--- src/rtl/cdc_pkg.sv ---
// Shared types and helpers for the multi-channel request/acknowledge receiver.
package cdc_pkg;

  // Per-channel handshake state.
  typedef enum logic [1:0] {
    IDLE = 2'd0,
    PEND = 2'd1,
    ACKH = 2'd2
  } chan_state_t;

  // Width of a channel index; never narrower than one bit so a
  // single-channel build still has a legal m_chan port.
  function automatic int chan_w(input int n);
    return (n > 1) ? $clog2(n) : 1;
  endfunction

endpackage

--- src/rtl/cdc_mchan_rx_chan.sv ---
// One receive channel: request synchroniser, handshake FSM, hold register
// and acknowledge flop. Raises pend while waiting for the arbiter.
module cdc_mchan_rx_chan
  import cdc_pkg::*;
#(
  parameter int NUM_CDC_STAGE = 2,
  parameter int BUS_WIDTH     = 32
) (
  input  logic                 aclk,
  input  logic                 srst,
  input  logic                 req_async,
  input  logic [BUS_WIDTH-1:0] bus_async,
  input  logic                 grant,
  output logic                 pend,
  output logic [BUS_WIDTH-1:0] hold_data,
  output logic                 ack,
  output logic                 busy
);

  (* ASYNC_REG = "TRUE" *) logic [NUM_CDC_STAGE-1:0] sync;
  logic        req_s;
  chan_state_t state;

  assign req_s = sync[NUM_CDC_STAGE-1];
  assign pend  = (state == PEND);
  assign busy  = (state != IDLE);

  // Request synchroniser chain into aclk.
  always_ff @(posedge aclk) begin
    if (srst) begin
      sync <= '0;
    end else begin
      sync <= {sync[NUM_CDC_STAGE-2:0], req_async};
    end
  end

  // Handshake FSM. The bus capture in IDLE is a multicycle path: the sender
  // holds bus_async stable well before req_s rises, so it is constrained with
  // a max-delay exception rather than cut as a false path. ack is a plain
  // flop that rises only together with the grant, i.e. in the same cycle the
  // word enters the output register.
  always_ff @(posedge aclk) begin
    if (srst) begin
      state     <= IDLE;
      hold_data <= '0;
      ack       <= 1'b0;
    end else begin
      case (state)
        IDLE: begin
          if (req_s) begin
            hold_data <= bus_async;
            state     <= PEND;
          end
        end
        PEND: begin
          if (grant) begin
            state <= ACKH;
            ack   <= 1'b1;
          end
        end
        ACKH: begin
          if (!req_s) begin
            state <= IDLE;
            ack   <= 1'b0;
          end
        end
        default: begin
          state <= IDLE;
          ack   <= 1'b0;
        end
      endcase
    end
  end

endmodule

--- src/rtl/cdc_mchan_rx.sv ---
// Multi-channel four-phase receive crossing: per-channel synchronise/capture,
// round-robin merge onto one valid/ready stream tagged with the channel index.
module cdc_mchan_rx
  import cdc_pkg::*;
#(
  parameter int  NUM_CDC_STAGE = 2,
  parameter int  NUM_CHANNELS  = 4,
  parameter int  BUS_WIDTH     = 32,
  localparam int CHAN_W        = chan_w(NUM_CHANNELS)
) (
  input  logic                              aclk,
  input  logic                              srst,
  input  logic [NUM_CHANNELS-1:0]           req_async,
  input  logic [NUM_CHANNELS*BUS_WIDTH-1:0] bus_async,
  output logic [NUM_CHANNELS-1:0]           ack_async,
  output logic                              m_valid,
  input  logic                              m_ready,
  output logic [BUS_WIDTH-1:0]              m_data,
  output logic [CHAN_W-1:0]                 m_chan,
  output logic                              busy
);

  logic [NUM_CHANNELS-1:0]                pend;
  logic [NUM_CHANNELS-1:0]                grant;
  logic [NUM_CHANNELS-1:0]                chan_busy;
  logic [NUM_CHANNELS-1:0][BUS_WIDTH-1:0] hold;
  logic [CHAN_W-1:0]                      last_grant;
  logic [CHAN_W-1:0]                      gnt_idx;
  logic [CHAN_W-1:0]                      cand;
  logic                                   gnt_any;
  logic                                   out_free;

  for (genvar g = 0; g < NUM_CHANNELS; g++) begin : g_chan
    cdc_mchan_rx_chan #(
      .NUM_CDC_STAGE(NUM_CDC_STAGE),
      .BUS_WIDTH    (BUS_WIDTH)
    ) u_chan (
      .aclk     (aclk),
      .srst     (srst),
      .req_async(req_async[g]),
      .bus_async(bus_async[g*BUS_WIDTH +: BUS_WIDTH]),
      .grant    (grant[g]),
      .pend     (pend[g]),
      .hold_data(hold[g]),
      .ack      (ack_async[g]),
      .busy     (chan_busy[g])
    );
  end

  assign busy     = |chan_busy;
  assign out_free = !m_valid || m_ready;

  // Round-robin arbiter: first pending channel after last_grant, wrapping.
  // Only runs when the output register can accept a word.
  always_comb begin
    grant   = '0;
    gnt_idx = '0;
    gnt_any = 1'b0;
    cand    = '0;
    if (out_free) begin
      for (int i = 1; i <= NUM_CHANNELS; i++) begin
        cand = CHAN_W'((int'(last_grant) + i) % NUM_CHANNELS);
        if (!gnt_any && pend[cand]) begin
          gnt_any     = 1'b1;
          gnt_idx     = cand;
          grant[cand] = 1'b1;
        end
      end
    end
  end

  // Output register and round-robin pointer; a grant reloads the register in
  // the same cycle as a handshake so back-to-back beats are possible.
  always_ff @(posedge aclk) begin
    if (srst) begin
      m_valid    <= 1'b0;
      m_data     <= '0;
      m_chan     <= '0;
      last_grant <= CHAN_W'(NUM_CHANNELS - 1);
    end else if (gnt_any) begin
      m_valid    <= 1'b1;
      m_data     <= hold[gnt_idx];
      m_chan     <= gnt_idx;
      last_grant <= gnt_idx;
    end else if (m_ready) begin
      m_valid    <= 1'b0;
    end
  end

endmodule

--- config.mk ---
export PLATFORM = sky130hd
export DESIGN_NAME = cdc_mchan_rx
export DESIGN_NICKNAME = d
export VERILOG_FILES = /design/src/rtl/cdc_pkg.sv /design/src/rtl/cdc_mchan_rx_chan.sv /design/src/rtl/cdc_mchan_rx.sv
export SDC_FILE = /design/constraint.sdc
export NUM_CORES = 1
export LEC_CHECK = 0
export CAP_MARGIN = 20
export CORE_MARGIN = 3
export CORE_UTILIZATION = 50
export CTS_CLUSTER_DIAMETER = 40
export DETAILED_ROUTE_END_ITERATION = 10
export GPL_ROUTABILITY_DRIVEN = 1
export GPL_TIMING_DRIVEN = 0
export PLACE_DENSITY = 0.77
export REMOVE_ABC_BUFFERS = 1
export SLEW_MARGIN = 15
export SYNTH_ARGS = -nofsm -noshare
export SYNTH_HDL_FRONTEND = slang
export SYNTH_SLANG_ARGS = --single-unit
--- constraint.sdc ---
create_clock -name aclk -period 4.7 [get_ports aclk]
set_clock_uncertainty 0.15 [all_clocks]
set_input_delay 0.47 -clock aclk [delete_from_list [all_inputs] [get_ports aclk]]
set_output_delay 0.47 -clock aclk [all_outputs]
set_load 0.02 [all_outputs]
# Word-level counts from Yosys, hierarchy flattened
# Index checks and enable logic that the tools add are counted.
# classes
n_bitwise	7
n_reduce_logical	34
magnitude_cmp	9
eq_ne	20
muxes	69
addsub	4
# op_table
operator	count
binary-select mux 32 bit (select 2 bit)	1
2-to-1 mux 2 bit	17
2-to-1 mux 32 bit	1
2-to-1 mux 4 bit	8
2-to-1 mux 1 bit	26
one-hot mux 2 bit (3 select lines)	4
AND reduction 3 bit	8
!= test 2 bit (second input constant)	8
< comparator 2 x 3 -> 1 bit (second input constant)	5
OR 4 bit	3
one-hot mux 1 bit (3 select lines)	4
nonzero test 2 bit	5
binary-select mux 1 bit (select 2 bit)	4
demux 1 bit (select 2 bit)	4
== test 2 x 1 -> 1 bit (second input constant)	4
== test 2 bit (second input constant)	4
>= comparator 2 x 1 -> 1 bit (second input constant)	4
zero test 2 bit	4
!= test 2 x 1 -> 1 bit (second input constant)	4
AND reduction 2 bit	4
logical AND 1 bit	7
adder 2 x 1 -> 2 bit (second input constant)	2
adder 2 bit (second input constant)	2
zero test 1 bit	4
other kinds (3)	6
# word_totals
word_cells	163
reg_bits	185

# Logic depth before layout (Yosys ltp)
# logic_depth
ltp_word	19
mapped_depth	13
ltp_nobuf	9

# By module
# From an unflattened synthesis, not the netlist that was laid out.
# hier_totals
cells_unflattened	905
area_unflattened_um2	9331.4
# by_module_without_submodules
mod	area_each_um2	cells_each	instances
cdc_mchan_rx_chan	1654.1	157	4
cdc_mchan_rx	2715.1	277	1

# Least setup slack after synthesis
# OpenSTA, ideal clock, no wires.
# synth_timing
path_kind	register to register
startpoint	reg last_grant[1]
endpoint	reg m_data[30]
setup_time_ns	0.129
arrival_ns	3.035
path_stages_with_launch	13
t_required_ns	4.421
path_buffers	3
path_slack_ns	1.386
path_cell_list	dfxtp_1 -> inv_1 -> ha_1 -> buf_2 -> or4bb_1 -> nand2_1 -> o311ai_0 -> or3_1 -> buf_2 -> and2_4 -> buf_6 -> a2111oi_4 -> a211oi_1
# synth_between
elab_chain_len	19
# synth_lines
item	line_no	text
start: declaration	cdc_mchan_rx.sv:27	logic [CHAN_W-1:0] last_grant;
start signal: assignment	cdc_mchan_rx.sv:79	last_grant <= CHAN_W'(NUM_CHANNELS - 1);
start signal: assignment	cdc_mchan_rx.sv:84	last_grant <= gnt_idx;
adder 2 x 1 -> 2 bit	cdc_mchan_rx.sv:62	cand = CHAN_W'((int'(last_grant) + i) % NUM_CHANNELS);
binary-select mux 1 bit (select 2 bit)	cdc_mchan_rx.sv:63	if (!gnt_any && pend[cand]) begin
2-to-1 mux 1 bit (not written as such)	cdc_mchan_rx.sv:63	
2-to-1 mux 1 bit	cdc_mchan_rx.sv:63	
2-to-1 mux 1 bit	cdc_mchan_rx.sv:60	if (out_free) begin
zero test 1 bit	cdc_mchan_rx.sv:63	
logical AND 1 bit	cdc_mchan_rx.sv:63	
2-to-1 mux 1 bit	cdc_mchan_rx.sv:63	
[... 3 more ...]	-	
2-to-1 mux 1 bit	cdc_mchan_rx.sv:63	
2-to-1 mux 1 bit	cdc_mchan_rx.sv:60	
zero test 1 bit	cdc_mchan_rx.sv:63	
logical AND 1 bit	cdc_mchan_rx.sv:63	
2-to-1 mux 2 bit	cdc_mchan_rx.sv:63	
2-to-1 mux 2 bit	cdc_mchan_rx.sv:60	
binary-select mux 32 bit (select 2 bit)	cdc_mchan_rx.sv:82	m_data <= hold[gnt_idx];
2-to-1 mux 32 bit (not written as such)	cdc_mchan_rx.sv:82	
end signal: assignment	cdc_mchan_rx.sv:82	
end: declaration	cdc_mchan_rx.sv:18	output logic [BUS_WIDTH-1:0] m_data,
# Parallel ways exist; a longest one is shown, timed or not. The select of a mux whose other input is x is not followed.
# A chain may end at the register's enable or synchronous reset.

# Worst setup path after layout
# Same ends and word-level chain as after synthesis.

==> results.toml <==
[routing]
vias_per_cell = 5.47
drtIter0Drc = 542
dr.max_layer_used = "met4"
drcViolationCount = 0
wl_met3_mm = 1.63
vias = 7313
route.met2.wl_mm = 10.8
wl_per_cell_um = 17.1
dr.pass1.iters = 5
wl_mm = 22.9
drt-met1-wl_mm = 10.1
ant_nets = 0

[floorplanning]
dieWidth_um = 132
die-area_um2 = 17400
die_h_um = 132
core_um2 = 15400
rows = 45
io_pins = 175
initial_utilization_pct = 51.7

[yosys]
synth-async-reset-ratio_pct = 0
ys_ff_latch = 185
synth_edf_count = 0
ys_types = 47
yosysWarningCount = 0
yosys_most_used_dff = "dfxtp_1"
synth_seq_area_share_pct = 46.6
syn_area_um2 = 7950
syn_area_per_cell_um2 = 8.03
synth_cells = 990

[worst_setup_path]
critPathKind = "reg -> reg"
crit_path_end_kind = "flip-flop"
startpoint_type = "flip-flop"
critPathMaxFanout = 35
cp.arrival_ns = 4.39
required_ns = 4.85

[cells_and_area]
most-common-layout-cells = "nand2_1, dfxtp_1, clkdlybuf4s50_1, a21oi_1, o211ai_1"
drive_gt1_share_pct = 6.13
final_common_cell = "nand2_1"
num_antenna_cells = 0
final_cells = 1337
syn2layout_area_growth_pct = 31.3
nNetsFinal = 1256
final_core_util_pct = 67.9

[power_and_ir_drop]
leakagePower_uw = 0.00381
ir_drop_v = 0.000362
power_density_nw_per_um2 = 399
power_uw = 4160

[run_status]
status = "completed"

[clock_tree]
cts_tree = "built"
htree_levels = 4
clock-root-buffer = "clkbuf_16"
clk_pin_slew_ns = 0.07
cts.path.max_buffers = 2
clk_latency_ns = 0.42
cts_num_sinks = 185
cts_buffers = 17

[sta]
fin_ws_ns = 0.460
worst_pin_slew_ns = 0.911
timing.final.crit_share_pct = 90.2
setup_viol = 0
fmax_mhz = 236
finalSetupTns_ns = 0
hold_viol = 0
report.final.slew_viol_count = 0
fin_crit_ns = 4.24
relSlewSlack_pct = 39.3
rsz0062_at_grt = "no"

[grt]
grt_pass1_wl_mm = 37.1
antenna_found_initial = 0
grt_max_degree = 82
overflow = 0
grtUsageTotal_pct = 26.2
grt_pass1_vias = 7080

[placed_design]
pre_cts_ws_ns = 0.198
dp_cells = 1305
hpwl_mm = 14.2
port_buffers = 174
gp_congestion = 0.843

[run]
maxCapViolCount = 0

[min_path]
hp-class = "reg -> reg"
## cells in the mapped netlist (2+ instances only)
cell / number / area share (%)
o22ai_1: 2 / 0.16
dfxtp_1: 185 / 47
nand2_1: 312 / 15
clkbuf_1: 64 / 3.0
nor4_1: 2 / 0.16
nor2_1: 10 / 0.47
nor3_1: 2 / 0.13
o211ai_1: 36 / 3.4
mux2i_1: 33 / 4.2
or3_1: 2 / 0.16
a21boi_0: 32 / 3.0
buf_1: 4 / 0.19
nor2b_1: 12 / 0.94
and3_1: 31 / 2.4
a21oi_1: 149 / 9.4
ha_1: 8 / 1.3
or2_2: 8 / 0.63
buf_2: 4 / 0.25
buf_4: 4 / 0.38
inv_1: 7 / 0.33
o21ai_0: 27 / 1.7
nand3_1: 2 / 0.13
buf_6: 4 / 0.57
o21ai_1: 9 / 0.57
nand2b_1: 10 / 0.79
mux4_2: 4 / 1.1
o31ai_1: 4 / 0.38
nand3b_1: 4 / 0.38
## sequential cells by signal, summed over array words and instances (netlist names)
| register | count |
|---|---|
| g_chan.u_chan.hold_data | 128 |
| m_data | 32 |
| g_chan.u_chan.state | 8 |
| g_chan.u_chan.sync | 8 |
| g_chan.u_chan.ack | 4 |
| last_grant | 2 |
| m_chan | 2 |
| m_valid | 1 |
## per-stage QoR
step | hold WS [ns] | cell area, µm²
after floorplan | 0.264 | 7600
after global placement | 0.269 | 9610
after detailed placement | 0.274 | 9880
after CTS | 0.289 | 10400
after global routing | 0.302 | 10400
final | 0.287 | 10400
## final timing paths
kind,startpoint,end,slack [ns],depth (start not counted)
max reg2reg,last_grant[1],m_data[30],0.46,8
max,last_grant[1],m_data[30],0.46,8
min,g_chan[3].u_chan.sync[0],g_chan[3].u_chan.sync[1],0.29,1
min reg2reg,g_chan[3].u_chan.sync[0],g_chan[3].u_chan.sync[1],0.29,1
## report_power, final
| group | internal [µW] | switching, µW | leakage [µW] |
|---|---|---|---|
| clock | 758 | 605 | 0.000273 |
| combinational | 452 | 625 | 0.00204 |
| sequential | 1650 | 68.7 | 0.00150 |
| total | 2860 | 1300 | 0.00381 |
## area by class of cell
class,instances,area [µm²]
sequential,185,3700
inverter,7,26.3
fill,1312,4930
tap,211,264
clock buffer,21,460
multi-input combinational,718,3920
timing repair buffer,184,1970
clock inverter,11,96.3
## worst max-delay path, cell delays in order (launching register included)
cell and delay [ns]:
dfxtp_1 0.54, inv_1 0.24, ha_1 0.49, mux4_2 0.67
nand2b_4 0.23, or3_2 0.76, and2_4 0.50, a2111oi_4 0.44
a211oi_1 0.08
## repair_timing
action | 4_1_cts | 5_1_grt
setup endpoints to repair | 0 | 2
setup buffers | 0 | 0
hold buffers | 0 | 0
resized for setup | 0 | 1
## cell families (layout without fill, tap and decap cells)
family | after synthesis | after routing | share of synthesized area, %
muxes | 37 | 37 | 5.29
DFF | 185 | 185 | 46.6
AOI/OAI and AO/OA | 270 | 270 | 20.2
and+or+nand+nor | 403 | 403 | 22.0
buffers and inverters | 87 | 223 | 4.74
adders and majority gates | 8 | 8 | 1.26
## metal layers
layer / global-route usage, % / up-vias
li1: - / 3596
met5: 0 / -
met1: 35.1 / 3411
met2: 42.9 / 273
met3: 5.80 / 33
met4: 6.94 / 0
Note: power is estimated with default switching activity, not from simulation.
